--- config.mk ---
export PLATFORM = sky130hd
export DESIGN_NAME = seq_signed_multiplier
export DESIGN_NICKNAME = d
export VERILOG_FILES = /design/src/rtl/mult_pkg.sv /design/src/rtl/addsub_ext.sv /design/src/rtl/seq_signed_multiplier.sv
export SDC_FILE = /design/constraint.sdc
export NUM_CORES = 1
export LEC_CHECK = 0
export ABC_CLOCK_PERIOD_IN_PS = 5490
export CAP_MARGIN = 40
export CORE_UTILIZATION = 51
export DETAILED_ROUTE_END_ITERATION = 8
export PLACE_DENSITY = 0.8
export SETUP_SLACK_MARGIN = 0.1
export SYNTH_ARGS = -nofsm -noshare
export SYNTH_HDL_FRONTEND = slang
export SYNTH_HIERARCHICAL = 1
export SYNTH_SLANG_ARGS = --single-unit
--- constraint.sdc ---
create_clock -name Clk -period 5.49 [get_ports Clk]
set_input_delay 1.098 -clock Clk [delete_from_list [all_inputs] [get_ports Clk]]
set_output_delay 1.098 -clock Clk [all_outputs]
set_load 0.005 [all_outputs]
--- src/rtl/mult_pkg.sv ---
// Shared types and WIDTH-derived constants for the sequential signed multiplier.
// Latency: n/a (package only).
// Backpressure: n/a (package only).
package mult_pkg;

    typedef enum logic [1:0] {
        IDLE,
        ADD,
        SHIFT,
        DONE
    } state_t;

    localparam int DEFAULT_WIDTH = 8;

    // The counter must hold WIDTH-1 and still compare cleanly, so it carries one extra bit.
    function automatic int cnt_width(input int width);
        return $clog2(width) + 1;
    endfunction

endpackage

--- src/rtl/addsub_ext.sv ---
// Combinational WIDTH+1-bit sign-extending adder/subtractor built as a ripple chain.
// Latency: combinational, zero cycles.
// Backpressure: none; output follows the inputs.
//
// Ports:
//   a, b : WIDTH-bit two's-complement operands, sign-extended internally to WIDTH+1 bits
//   sub  : 0 -> a + b, 1 -> a - b (computed as a + ~b + 1)
//   sum  : WIDTH+1-bit result; carry out of the top bit is dropped
module addsub_ext #(
    parameter int WIDTH = 8
) (
    input  logic [WIDTH-1:0] a,
    input  logic [WIDTH-1:0] b,
    input  logic             sub,
    output logic [WIDTH:0]   sum
);

    logic [WIDTH:0] a_ext;
    logic [WIDTH:0] b_ext;
    logic [WIDTH:0] carry;

    assign a_ext    = {a[WIDTH-1], a};
    // Inverting b and injecting sub as carry-in gives the two's-complement subtract.
    assign b_ext    = {b[WIDTH-1], b} ^ {(WIDTH + 1){sub}};
    assign carry[0] = sub;

    for (genvar i = 0; i <= WIDTH; i++) begin : g_fa
        assign sum[i] = a_ext[i] ^ b_ext[i] ^ carry[i];
        if (i < WIDTH) begin : g_carry
            assign carry[i+1] = (a_ext[i] & b_ext[i]) | (carry[i] & (a_ext[i] ^ b_ext[i]));
        end
    end

endmodule

--- src/rtl/seq_signed_multiplier.sv ---
// Sequential add-shift two's-complement multiplier, WIDTH x WIDTH -> 2*WIDTH.
// Latency: Done pulses 2*WIDTH cycles after the Start-accept edge; one result per 2*WIDTH+2 cycles.
// Backpressure: Start is only sampled in IDLE; requests while Busy are dropped.
//
// Ports:
//   Clk, Reset            : rising-edge clock, synchronous active-high reset
//   Start                 : request, accepted only when idle
//   Multiplicand (S)      : signed operand, captured on the accept edge
//   Multiplier (M)        : signed operand, captured on the accept edge
//   Busy                  : high whenever the FSM is not idle
//   Done                  : one-cycle pulse, Product holds the final result
//   X                     : sign-extension bit above the upper accumulator
//   Product               : {A,B}; intermediate while Busy, held after Done until the next accept
module seq_signed_multiplier
    import mult_pkg::*;
#(
    parameter int WIDTH = DEFAULT_WIDTH
) (
    input  logic                 Clk,
    input  logic                 Reset,
    input  logic                 Start,
    input  logic [WIDTH-1:0]     Multiplicand,
    input  logic [WIDTH-1:0]     Multiplier,
    output logic                 Busy,
    output logic                 Done,
    output logic                 X,
    output logic [2*WIDTH-1:0]   Product
);

    localparam int CNT_W = cnt_width(WIDTH);
    localparam logic [CNT_W-1:0] CNT_LAST = CNT_W'(WIDTH - 1);

    state_t           state_q, state_d;
    logic             x_q, x_d;
    logic [WIDTH-1:0] a_q, a_d;
    logic [WIDTH-1:0] b_q, b_d;
    logic [WIDTH-1:0] s_q, s_d;
    logic [CNT_W-1:0] cnt_q, cnt_d;
    logic             busy_q, busy_d;
    logic             done_q, done_d;

    logic             last_bit;
    logic [WIDTH:0]   addsub_sum;

    // The final multiplier bit carries negative weight, so its partial product is subtracted.
    assign last_bit = (cnt_q == CNT_LAST);

    addsub_ext #(
        .WIDTH (WIDTH)
    ) u_addsub (
        .a   (a_q),
        .b   (s_q),
        .sub (last_bit),
        .sum (addsub_sum)
    );

    always_comb begin
        state_d = state_q;
        x_d     = x_q;
        a_d     = a_q;
        b_d     = b_q;
        s_d     = s_q;
        cnt_d   = cnt_q;
        case (state_q)
            IDLE: begin
                if (Start) begin
                    s_d     = Multiplicand;
                    b_d     = Multiplier;
                    a_d     = '0;
                    x_d     = 1'b0;
                    cnt_d   = '0;
                    state_d = ADD;
                end
            end
            ADD: begin
                if (b_q[0]) begin
                    {x_d, a_d} = addsub_sum;
                end
                state_d = SHIFT;
            end
            SHIFT: begin
                // Arithmetic right shift of {X,A,B}; X replicates into A's top bit.
                a_d     = {x_q, a_q[WIDTH-1:1]};
                b_d     = {a_q[0], b_q[WIDTH-1:1]};
                cnt_d   = cnt_q + CNT_W'(1);
                state_d = last_bit ? DONE : ADD;
            end
            DONE: begin
                state_d = IDLE;
            end
            default: begin
                state_d = IDLE;
            end
        endcase
        // Status flags are registered from the next state so they line up with state_q.
        busy_d = (state_d != IDLE);
        done_d = (state_d == DONE);
    end

    always_ff @(posedge Clk) begin
        if (Reset) begin
            state_q <= IDLE;
            x_q     <= 1'b0;
            a_q     <= '0;
            b_q     <= '0;
            s_q     <= '0;
            cnt_q   <= '0;
            busy_q  <= 1'b0;
            done_q  <= 1'b0;
        end else begin
            state_q <= state_d;
            x_q     <= x_d;
            a_q     <= a_d;
            b_q     <= b_d;
            s_q     <= s_d;
            cnt_q   <= cnt_d;
            busy_q  <= busy_d;
            done_q  <= done_d;
        end
    end

    assign Busy    = busy_q;
    assign Done    = done_q;
    assign X       = x_q;
    assign Product = {a_q, b_q};

endmodule

==> metrics.csv <==
metric,value,unit
clk_pin_slew,0.07,ns
place.gp.congestion,0.807,
startpoint_type,register,
cp_slowest_stage_delay,0.49,ns
synthesis.instances,204,
comb_power_share,0.430,
whs_path_depth,2,
antenna_found_initial,0,
grt.overflow.total,0,
cts-root-buf,clkbuf_8,
layout_common_cells,"clkdlybuf4s50_1, dfxtp_1, nand2_1",
cts_buffer_depth,2,
crit_type,reg -> reg,
fin_skew,0.00220,ns
hp-class,reg -> reg,
slew_viol_final,0,
design.die.area,4060,um2
netlist_area,1940,um2
crit_cells,15,
cts_tree,built,
cts_setup_buffers,0,
sw_frac_of_total,0.363,
antenna_cells,0,
num_rows,22,
initial_utilization,0.530,
p_int,569,uW
cap_violations,0,
vias_per_cell,5.29,
wirelength,3730,um
critPathTopFamily,adder cells,
layout-drive-gt1-share,0.0840,
track_usage,0.206,
cpMostUsedCell,fa_1,
fillers,303,
tns,0,ns
numPortBuffers,37,
drc,0,
synth.distinct_cells,37,
cts_resized,0,
seq_area_frac_synth,0.340,
synth_nets,237,
io_pins,38,
ant_nets,0,
fp.dieW,63.7,um
worst_pin_slew,0.584,ns
multi_input_area,1130,um2
core,3660,um2
finalHoldViolCount,0,
cts_hold_buf,0,
pwr-share-seq,0.376,
avgSynthCellArea,9.51,um2
path_cells,ha_1 -> and3b_1 -> xor2_1 -> fa_1 -> inv_1 -> fa_1 -> fa_1 -> fa_1 -> fa_1 -> fa_1 -> fa_1 -> inv_1 -> a22o_1 -> nand2_1 -> mux2i_1,
synth-seq-cells,33,
period_share,0.811,
timing.hold.ws,0.475,ns
rr_worst_depth,15,
post-route-min-period,4.45,ns
regArea,661,um2
setup_violations,0,
pwr-share-clk,0.195,
ir_drop,289,uV
clkSinkCount,33,
cp_num_buf_inv,2,
clk-insertion-delay-late,0.29,ns
critical_path_arrival,4.61,ns
grt_pass1_wl,6420,um
worst_ep_required_time,5.65,ns
post-dp-hpwl,2720,um
path_max_fanout,10,
cts-buffers-inserted,5,
leakagePower,0.906,nW
worst_setup_path_end_kind,register,
post_drt_wl_per_cell,13.0,um
outcome,completed,
grt_start_max_net_pins,36,
h-tree-depth,2,
grt_pass1_vias,1371,
power_density,374,nW/um2
final_common_cell,clkdlybuf4s50_1,
cpMaxStageDelayCell,fa_1,
first_pass_iters,4,
rsz0062_at_grt,false,
vias,1512,
maxSlewHeadroom,0.610,
syn_to_final_growth,23.2,%
die_y,63.7,um
switchingPower,325,uW
drtIter0Drc,80,
fmaxAchievable,0.225,GHz
ys.warnings.count,6,
nNetsFinal,270,
metrics by stage:
stage	instance area, um2	total power [mW]	worst slack [ns]	utilization	std cells
floorplan	1940	0.603	1.38	-	204
CTS	2390	0.903	1.03	0.653	286
global route	2390	0.953	0.762	0.653	286
finish	2390	0.893	1.04	0.653	286
global placement	2290	0.710	1.11	0.626	277
detailed placement	2310	0.727	1.03	0.631	278
cells by family (layout without fill, tap and decap cells):
| group | Yosys count | after routing | share of synthesized area |
|---|---|---|---|
| simple gates | 62 | 62 | 0.159 |
| compound gates | 36 | 36 | 0.155 |
| flops | 33 | 33 | 0.340 |
| buf+inv | 30 | 64 | 0.0767 |
| mux | 20 | 20 | 0.106 |
| fa+ha+maj | 14 | 14 | 0.121 |
| xor+xnor | 9 | 9 | 0.0406 |
worst register-to-register path, delay by kind of cell (launching register included):
family / cells / cell delay [ns]
flip-flops: 1 / 0.36
XOR/XNOR: 1 / 0.25
adder cells (fa/ha/maj): 8 / 2.88
buffers and inverters: 2 / 0.09
AO/OA/AOI/OAI: 1 / 0.16
multiplexers: 1 / 0.06
AND/OR/NAND/NOR: 2 / 0.53
registers in the layout, indices dropped and copies added (netlist names):
register and flops:
a_q 8, b_q 8, s_q 8, cnt_q 4, state_q 2, Busy 1
Done 1, X 1
Yosys cell counts:
library cell / n / area [um2]
and3b_1: 1 / 8.76
fa_1: 8 / 160
a31oi_1: 1 / 6.26
nand3_1: 8 / 40.0
ha_1: 6 / 75.1
clkbuf_1: 3 / 11.3
a211oi_1: 1 / 7.51
a2bb2oi_1: 1 / 8.76
o31ai_1: 1 / 7.51
buf_1: 1 / 3.75
inv_1: 17 / 63.8
xor2_1: 3 / 26.3
nand3b_1: 3 / 22.5
nand4b_1: 1 / 8.76
mux2_2: 1 / 11.3
nand2_1: 19 / 71.3
dfxtp_1: 33 / 661
a211oi_2: 8 / 100
mux2i_1: 18 / 180
o21a_1: 1 / 7.51
nor3_1: 2 / 10.0
mux2_4: 1 / 15.0
buf_8: 1 / 15.0
buf_2: 5 / 25.0
nor2b_1: 4 / 25.0
a32oi_1: 1 / 8.76
a21oi_1: 11 / 55.1
a22o_1: 8 / 70.1
xnor2_1: 6 / 52.6
nor2_1: 11 / 41.3
o32ai_2: 1 / 16.3
and3_1: 1 / 6.26
buf_6: 2 / 22.5
buf_4: 1 / 7.51
o21ai_0: 1 / 5.00
nand2b_1: 12 / 75.1
a211o_1: 1 / 8.76
final timing paths:
| kind | endpoint | from | slack, ns |
|---|---|---|---|
| max reg2reg | a_q[7]$_SDFFE_PP0P_ | cnt_q[0]$_SDFFE_PP0P_ | 1.04 |
| min | s_q[4]$_SDFFE_PP0P_ | s_q[4]$_SDFFE_PP0P_ | 0.48 |
| max | a_q[7]$_SDFFE_PP0P_ | cnt_q[0]$_SDFFE_PP0P_ | 1.04 |
| min reg2reg | s_q[4]$_SDFFE_PP0P_ | s_q[4]$_SDFFE_PP0P_ | 0.48 |
power groups by stage:
stage | sequential (mW) | clock (mW) | combinational [mW]
after global routing | 0.344 | 0.190 | 0.420
after global placement | 0.340 | 0 | 0.370
after detailed placement | 0.341 | 0 | 0.386
after floorplan | 0.336 | 0 | 0.267
after CTS | 0.336 | 0.179 | 0.388
final | 0.335 | 0.174 | 0.384
final cells by class:
cell class	count	area share
Inverter	17	0.0267
Clock inverter	2	0.00419
Tap cell	48	0.0251
Sequential cell	33	0.276
Clock buffer	6	0.0304
Multi-Input combinational cell	141	0.473
Timing Repair Buffer	39	0.164
per-layer routing:
metal,track usage,share of wire,routed length (um),vias to the layer above
li1,-,-,-,753
met1,0.276,0.48,1780,719
met2,0.310,0.47,1750,36
met3,0.0725,0.047,174,4
met4,0.0597,0.0064,24,0
met5,0,0,0,-
Note: power is estimated with default switching activity, not from simulation.
